==> src/rtl/fpu_result_uart_tx_if.sv <==
// Result strobe/data bundle between the FPU result producer and the UART transmitter.
interface fpu_result_uart_tx_if #(
    parameter int DATA_W = 16
);
    logic              result_valid;
    logic [DATA_W-1:0] result_data;

    modport master (output result_valid, output result_data);
    modport slave  (input  result_valid, input  result_data);
endinterface

==> src/rtl/fpu_result_uart_tx.sv <==
// Buffers completed 16-bit FPU results in a small FIFO and sends each one as two
// 8N1 UART frames, low byte first.
module fpu_result_uart_tx #(
    parameter int DATA_W     = 16,
    parameter int FIFO_DEPTH = 4,
    parameter int CNT_W      = 16
) (
    input  logic                        clk,
    input  logic                        rst,
    fpu_result_uart_tx_if.slave         res_if,
    input  logic [CNT_W-1:0]            clks_per_bit,
    input  logic                        overflow_clr,
    output logic                        tx_serial,
    output logic                        tx_busy,
    output logic                        fifo_full,
    output logic [$clog2(FIFO_DEPTH):0] fifo_count,
    output logic                        overflow
);
    localparam int AW = $clog2(FIFO_DEPTH);
    localparam logic [AW:0]      FULL_CNT = (AW+1)'(FIFO_DEPTH);
    localparam logic [AW:0]      ONE_CNT  = (AW+1)'(1);
    localparam logic [AW-1:0]    ONE_PTR  = AW'(1);
    localparam logic [CNT_W-1:0] ONE_BIT  = CNT_W'(1);

    typedef enum logic [1:0] {
        ST_IDLE  = 2'd0,
        ST_START = 2'd1,
        ST_DATA  = 2'd2,
        ST_STOP  = 2'd3
    } state_t;

    state_t             state_q;
    logic               tx_q;
    logic               byte_sel_q;
    logic [2:0]         bit_idx_q;
    logic [CNT_W-1:0]   cnt_q;
    logic [CNT_W-1:0]   period_q;
    logic [DATA_W-1:0]  shadow_q;

    logic [DATA_W-1:0]  mem_q [FIFO_DEPTH];
    logic [AW-1:0]      wr_ptr_q, wr_ptr_d;
    logic [AW-1:0]      rd_ptr_q, rd_ptr_d;
    logic [AW:0]        count_q, count_d;
    logic               overflow_q, overflow_d;

    logic               pop_s;
    logic               push_s;
    logic               drop_s;
    logic [7:0]         cur_byte_s;
    logic [CNT_W-1:0]   period_s;
    logic               bit_end_s;

    // FIFO next-state: a pop in the same cycle frees the slot a full-FIFO push needs
    always_comb begin
        pop_s      = (state_q == ST_IDLE) && (count_q != '0);
        push_s     = res_if.result_valid && ((count_q != FULL_CNT) || pop_s);
        drop_s     = res_if.result_valid && (count_q == FULL_CNT) && !pop_s;
        wr_ptr_d   = push_s ? (wr_ptr_q + ONE_PTR) : wr_ptr_q;
        rd_ptr_d   = pop_s  ? (rd_ptr_q + ONE_PTR) : rd_ptr_q;
        case ({push_s, pop_s})
            2'b10:   count_d = count_q + ONE_CNT;
            2'b01:   count_d = count_q - ONE_CNT;
            default: count_d = count_q;
        endcase
        if (drop_s) begin
            overflow_d = 1'b1;
        end else if (overflow_clr) begin
            overflow_d = 1'b0;
        end else begin
            overflow_d = overflow_q;
        end
    end

    // Bit-timing helpers for the FSM
    always_comb begin
        cur_byte_s = byte_sel_q ? shadow_q[15:8] : shadow_q[7:0];
        period_s   = (clks_per_bit == '0) ? ONE_BIT : clks_per_bit;
        bit_end_s  = (cnt_q == (period_q - ONE_BIT));
    end

    // FIFO pointer, occupancy and sticky overflow registers
    always_ff @(posedge clk) begin
        if (rst) begin
            wr_ptr_q   <= '0;
            rd_ptr_q   <= '0;
            count_q    <= '0;
            overflow_q <= 1'b0;
        end else begin
            wr_ptr_q   <= wr_ptr_d;
            rd_ptr_q   <= rd_ptr_d;
            count_q    <= count_d;
            overflow_q <= overflow_d;
        end
    end

    // FIFO storage
    always_ff @(posedge clk) begin
        if (push_s) begin
            mem_q[wr_ptr_q] <= res_if.result_data;
        end
    end

    // Transmit FSM; tx_q is loaded with the level of the state being entered
    always_ff @(posedge clk) begin
        if (rst) begin
            state_q    <= ST_IDLE;
            tx_q       <= 1'b1;
            byte_sel_q <= 1'b0;
            bit_idx_q  <= 3'd0;
            cnt_q      <= '0;
            period_q   <= ONE_BIT;
            shadow_q   <= '0;
        end else begin
            case (state_q)
                ST_IDLE: begin
                    if (pop_s) begin
                        shadow_q   <= mem_q[rd_ptr_q];
                        byte_sel_q <= 1'b0;
                        cnt_q      <= '0;
                        period_q   <= period_s;
                        tx_q       <= 1'b0;
                        state_q    <= ST_START;
                    end
                end
                ST_START: begin
                    if (bit_end_s) begin
                        cnt_q     <= '0;
                        bit_idx_q <= 3'd0;
                        tx_q      <= cur_byte_s[0];
                        state_q   <= ST_DATA;
                    end else begin
                        cnt_q <= cnt_q + ONE_BIT;
                    end
                end
                ST_DATA: begin
                    if (bit_end_s) begin
                        cnt_q <= '0;
                        if (bit_idx_q == 3'd7) begin
                            tx_q    <= 1'b1;
                            state_q <= ST_STOP;
                        end else begin
                            bit_idx_q <= bit_idx_q + 3'd1;
                            tx_q      <= cur_byte_s[bit_idx_q + 3'd1];
                        end
                    end else begin
                        cnt_q <= cnt_q + ONE_BIT;
                    end
                end
                ST_STOP: begin
                    if (bit_end_s) begin
                        cnt_q <= '0;
                        if (!byte_sel_q) begin
                            // High byte follows immediately, with a freshly latched period
                            byte_sel_q <= 1'b1;
                            period_q   <= period_s;
                            tx_q       <= 1'b0;
                            state_q    <= ST_START;
                        end else begin
                            state_q <= ST_IDLE;
                        end
                    end else begin
                        cnt_q <= cnt_q + ONE_BIT;
                    end
                end
                default: begin
                    state_q <= ST_IDLE;
                    tx_q    <= 1'b1;
                    cnt_q   <= '0;
                end
            endcase
        end
    end

    assign tx_serial  = tx_q;
    assign tx_busy    = (state_q != ST_IDLE) || (count_q != '0);
    assign fifo_full  = (count_q == FULL_CNT);
    assign fifo_count = count_q;
    assign overflow   = overflow_q;
endmodule

==> src/flat_wrapper.sv <==
// flat-port wrapper written by rule: the top's interface ports become plain ports
module fpu_result_uart_tx_flat 
#(
    parameter int DATA_W     = 16,
    parameter int FIFO_DEPTH = 4,
    parameter int CNT_W      = 16
)
  (clk, rst, clks_per_bit, overflow_clr, tx_serial, tx_busy, fifo_full, fifo_count, overflow, res_if_result_valid, res_if_result_data);
  fpu_result_uart_tx_if #(.DATA_W(DATA_W)) res_if_i ();
  input  logic clk;
  input  logic rst;
  input  logic [CNT_W-1:0] clks_per_bit;
  input  logic overflow_clr;
  output logic tx_serial;
  output logic tx_busy;
  output logic fifo_full;
  output logic [$clog2(FIFO_DEPTH):0] fifo_count;
  output logic overflow;
  input wire logic [$bits(res_if_i.result_valid)-1:0] res_if_result_valid;
  input wire logic [$bits(res_if_i.result_data)-1:0] res_if_result_data;
  assign res_if_i.result_valid = res_if_result_valid;
  assign res_if_i.result_data = res_if_result_data;
  fpu_result_uart_tx #(.DATA_W(DATA_W), .FIFO_DEPTH(FIFO_DEPTH), .CNT_W(CNT_W)) u_core (.clk(clk), .rst(rst), .res_if(res_if_i), .clks_per_bit(clks_per_bit), .overflow_clr(overflow_clr), .tx_serial(tx_serial), .tx_busy(tx_busy), .fifo_full(fifo_full), .fifo_count(fifo_count), .overflow(overflow));
endmodule
==> config.mk <==
export PLATFORM = sky130hd
export DESIGN_NAME = fpu_result_uart_tx_flat
export DESIGN_NICKNAME = d
export VERILOG_FILES = /design/src/rtl/fpu_result_uart_tx_if.sv /design/src/rtl/fpu_result_uart_tx.sv /design/src/flat_wrapper.sv
export SDC_FILE = /design/constraint.sdc
export NUM_CORES = 1
export LEC_CHECK = 0
export CORE_MARGIN = 8
export CORE_UTILIZATION = 25
export DETAILED_ROUTE_END_ITERATION = 6
export GPL_ROUTABILITY_DRIVEN = 0
export PLACE_DENSITY = 0.4
export SKIP_LAST_GASP = 1
export SYNTH_ARGS = -nofsm -noshare
export SYNTH_HDL_FRONTEND = slang
export SYNTH_SLANG_ARGS = --single-unit
export TNS_END_PERCENT = 1
==> constraint.sdc <==
create_clock -name clk -period 9.4 [get_ports clk]
set_input_delay 0.94 -clock clk [delete_from_list [all_inputs] [get_ports clk]]
set_output_delay 0.94 -clock clk [all_outputs]
set_load 0.1 [all_outputs]
==> impl_metrics.sql <==
INSERT INTO impl_metrics (metric_group, metric, value, unit) VALUES
('clocking', 'clock_tree.buffer_depth', '2', ''),
('layout', 'fill_cells', '2509', ''),
('floorplan', 'pin_count', '43', ''),
('sta', 'finClkSkew', '0.00746', 'ns'),
('layout', 'area.growth.synth_to_final', '21.1', '%'),
('routing', 'route.vias.total', '4392', ''),
('power_and_ir_drop', 'leakagePower', '2.54', 'nW'),
('synth', 'synth.top_cells.by_area', 'sky130_fd_sc_hd__edfxtp_1 (32%), sky130_fd_sc_hd__dfxtp_1 (21%), sky130_fd_sc_hd__mux4_2 (7.8%)', ''),
('routing', 'drt-initial-drc-count', '234', ''),
('layout', 'nNetsFinal', '625', ''),
('synth', 'synth.ff_latch_count', '127', ''),
('clocking', 'hold_buffers', '0', ''),
('grt', 'grt_overflow', '0', ''),
('status', 'status', 'finished, final reports clean', ''),
('worst_setup_path', 'cp.arrival', '2.85', 'ns'),
('synth', 'cell_area_after_synthesis', '0.00609', 'mm^2'),
('layout', 'multi_input_area', '0.00270', 'mm^2'),
('sta', 'timing.max_slew.rel_slack', '33.3', '%'),
('routing', 'wl', '15000', 'um'),
('synth', 'unique_cell_type_count_in_the_yosys_netlist', '66', ''),
('routing', 'routed_via_density', '4.82', ''),
('sta', 'timing.final.max_slew_violations', '0', ''),
('clocking', 'cts_post_setup_buffers_inserted', '0', ''),
('worst_setup_path', 'slowest_stage_cell_on_the_critical_path', 'sky130_fd_sc_hd__clkdlybuf4s50_1', ''),
('layout', 'drive_gt1_share', '12.8', '%'),
('grt', 'grt_max_degree', '54', ''),
('routing', 'drt_drc_violations_left', '0', ''),
('synth', 'yosys_warnings', '0', ''),
('sta', 'finalHoldWorstSlack', '0.456', 'ns'),
('floorplan', 'die_area', '0.0296', 'mm^2'),
('synth', 'synth_nets', '594', ''),
('worst_setup_path', 'worstRegToRegCells', '9', ''),
('clocking', 'cts.sink_count', '127', ''),
('sta', 'fin_setup_tns', '0', 'ns'),
('sta', 'final.setup.worst_slack', '5.61', 'ns'),
('worst_setup_path', 'timing_worst_setup_path_type', 'reg2out', ''),
('sta', 'timing.final.crit_period', '3.79', 'ns'),
('floorplan', 'die_w', '172', 'um'),
('clocking', 'cts-buffers-inserted', '17', ''),
('placed_design', 'placement.setup.worst_slack', '5.90', 'ns'),
('sta', 'final_worst_path_cycle_share', '40.3', '%'),
('floorplan', 'initial_utilization', '25.3', '%'),
('routing', 'route.antenna.remaining_nets', '0', ''),
('worst_setup_path', 'crit_path_max_fanout', '10', ''),
('clocking', 'clock_root_buffer_master', 'sky130_fd_sc_hd__clkbuf_16', ''),
('layout', 'final-instance-count-excl-fill', '912', ''),
('layout', 'insertedDiodeCount', '0', ''),
('placed_design', 'place.detailed.hpwl', '10500', 'um'),
('clocking', 'worst_path_clk_slew', '0.06', 'ns'),
('synth', 'main_synth_ff_type', 'sky130_fd_sc_hd__edfxtp_1', ''),
('synth', 'synth_enable_flop_cells', '64', ''),
('synth', 'synth_top_area_share', '31.5', '%'),
('synth', 'syn_area_per_cell', '11.2', 'um^2'),
('sta', 'worst_margin_slew', '0.997', 'ns'),
('synth', 'post-synth-top-count-cell', 'sky130_fd_sc_hd__edfxtp_1', ''),
('min_path', 'number_of_cells_traversed_by_the_worst_hold_path', '2', ''),
('placed_design', 'dp_cells', '880', ''),
('placed_design', 'placement.io_buffers', '42', ''),
('min_path', 'hold_class', 'reg2reg', ''),
('layout', 'seq_area', '0.00318', 'mm^2'),
('layout', 'finish.utilization', '30.6', '%'),
('power_and_ir_drop', 'vdd.ir_drop.worst', '0.000124', 'V'),
('floorplan', 'placementRows', '57', ''),
('clocking', 'clock_tree_from_tritoncts', 'built', ''),
('synth', 'synth.yosys.seq_area_share', '52.2', '%'),
('routing', 'dr.pass1.iters', '4', ''),
('worst_setup_path', 'end_kind', 'output port', ''),
('clocking', 'cts_resized', '0', ''),
('floorplan', 'fp.dieH', '172', 'um'),
('worst_setup_path', 'most_repeated_library_cell_on_the_critical_path', 'sky130_fd_sc_hd__inv_1', ''),
('synth', 'yosys.area.top_type', 'sky130_fd_sc_hd__edfxtp_1', '');
layout by cell type (no fill, tap or decap), types with 12 or more instances in the layout:
cell type	netlist	routed
sky130_fd_sc_hd__a21oi_1	39	39
sky130_fd_sc_hd__clkbuf_16	0	17
sky130_fd_sc_hd__clkdlybuf4s50_1	0	41
sky130_fd_sc_hd__dfxtp_1	63	63
sky130_fd_sc_hd__edfxtp_1	64	64
sky130_fd_sc_hd__ha_1	13	13
sky130_fd_sc_hd__inv_1	14	14
sky130_fd_sc_hd__mux4_2	21	21
sky130_fd_sc_hd__nand2_1	53	53
sky130_fd_sc_hd__nand3_1	29	29
sky130_fd_sc_hd__nor2_1	22	22
sky130_fd_sc_hd__nor3_1	14	14
sky130_fd_sc_hd__nor4_1	12	12
sky130_fd_sc_hd__o21ai_0	35	35
sky130_fd_sc_hd__xnor2_1	16	16
worst paths after layout:
| path | from | to | slack (ns) |
|---|---|---|---|
| worst max-delay path | u_core.state_q[1] | tx_busy | 5.61 |
| worst min-delay path | u_core.shadow_q[5] | u_core.shadow_q[5] | 0.46 |
| worst max register to register | u_core.period_q[0] | u_core.cnt_q[12] | 5.89 |
| worst min register to register | u_core.shadow_q[5] | u_core.shadow_q[5] | 0.46 |
stage by stage:
step / power, mW / instance area [um^2]
detailed placement: 1.90 / 6780
floorplan: 1.63 / 6090
CTS: 2.59 / 7380
finish: 2.56 / 7380
global route: 2.74 / 7380
global placement: 1.89 / 6780
cell type report:
class                           count  area share [%]
Sequential cell                   127            43.1
Multi-Input combinational cell    369            36.5
Timing Repair Buffer               46            6.03
Clock buffer                       18            5.81
Tap cell                          324            5.49
Clock inverter                     14            2.30
Inverter                           14           0.712
flip-flops by register name, indices dropped and copies added (netlist names):
| signal | cells |
|---|---|
| u_core.bit_idx_q | 3 |
| u_core.wr_ptr_q | 2 |
| u_core.byte_sel_q | 1 |
| u_core.tx_serial | 1 |
| u_core.period_q | 16 |
| u_core.shadow_q | 16 |
| u_core.fifo_count | 3 |
| u_core.cnt_q | 16 |
| u_core.state_q | 2 |
| u_core.rd_ptr_q | 2 |
| u_core.mem_q | 64 |
| u_core.overflow | 1 |
worst max-delay path: cells and delay by family, from the launching register on:
family | cells | cell delay [ns]
flip-flops | 1 | 0.41
buffers and inverters | 3 | 1.51
AND/OR/NAND/NOR | 1 | 0.27
adder cells (fa/ha/maj) | 1 | 0.23
per-layer routing:
metal  vias up  global-route usage (%)  wire, um
met5         -                       0         0
li1       2094                       -         -
met2        90                    18.4      7420
met4         0                    4.24       363
met1      2187                    12.4      6620
met3        21                    3.45       604
report_power, final:
group	switching, mW	internal (mW)	total (mW)
Clock	0.276	0.401	0.677
Combinational	0.682	0.387	1.07
Sequential	0.121	0.693	0.813
logic make-up (layout without fill, tap and decap cells):
kind of cell / count (synthesis) / after routing / synth area share, %
AO/OA/AOI/OAI: 114 / 114 / 11.9
adder cells (fa/ha/maj): 14 / 14 / 3.00
AND/OR/NAND/NOR: 189 / 189 / 16.7
flip-flops: 127 / 127 / 52.2
buffers and inverters: 48 / 92 / 3.51
XOR/XNOR: 26 / 26 / 4.02
multiplexers: 26 / 26 / 8.64
No activity file was read; power rests on OpenSTA's default activity.
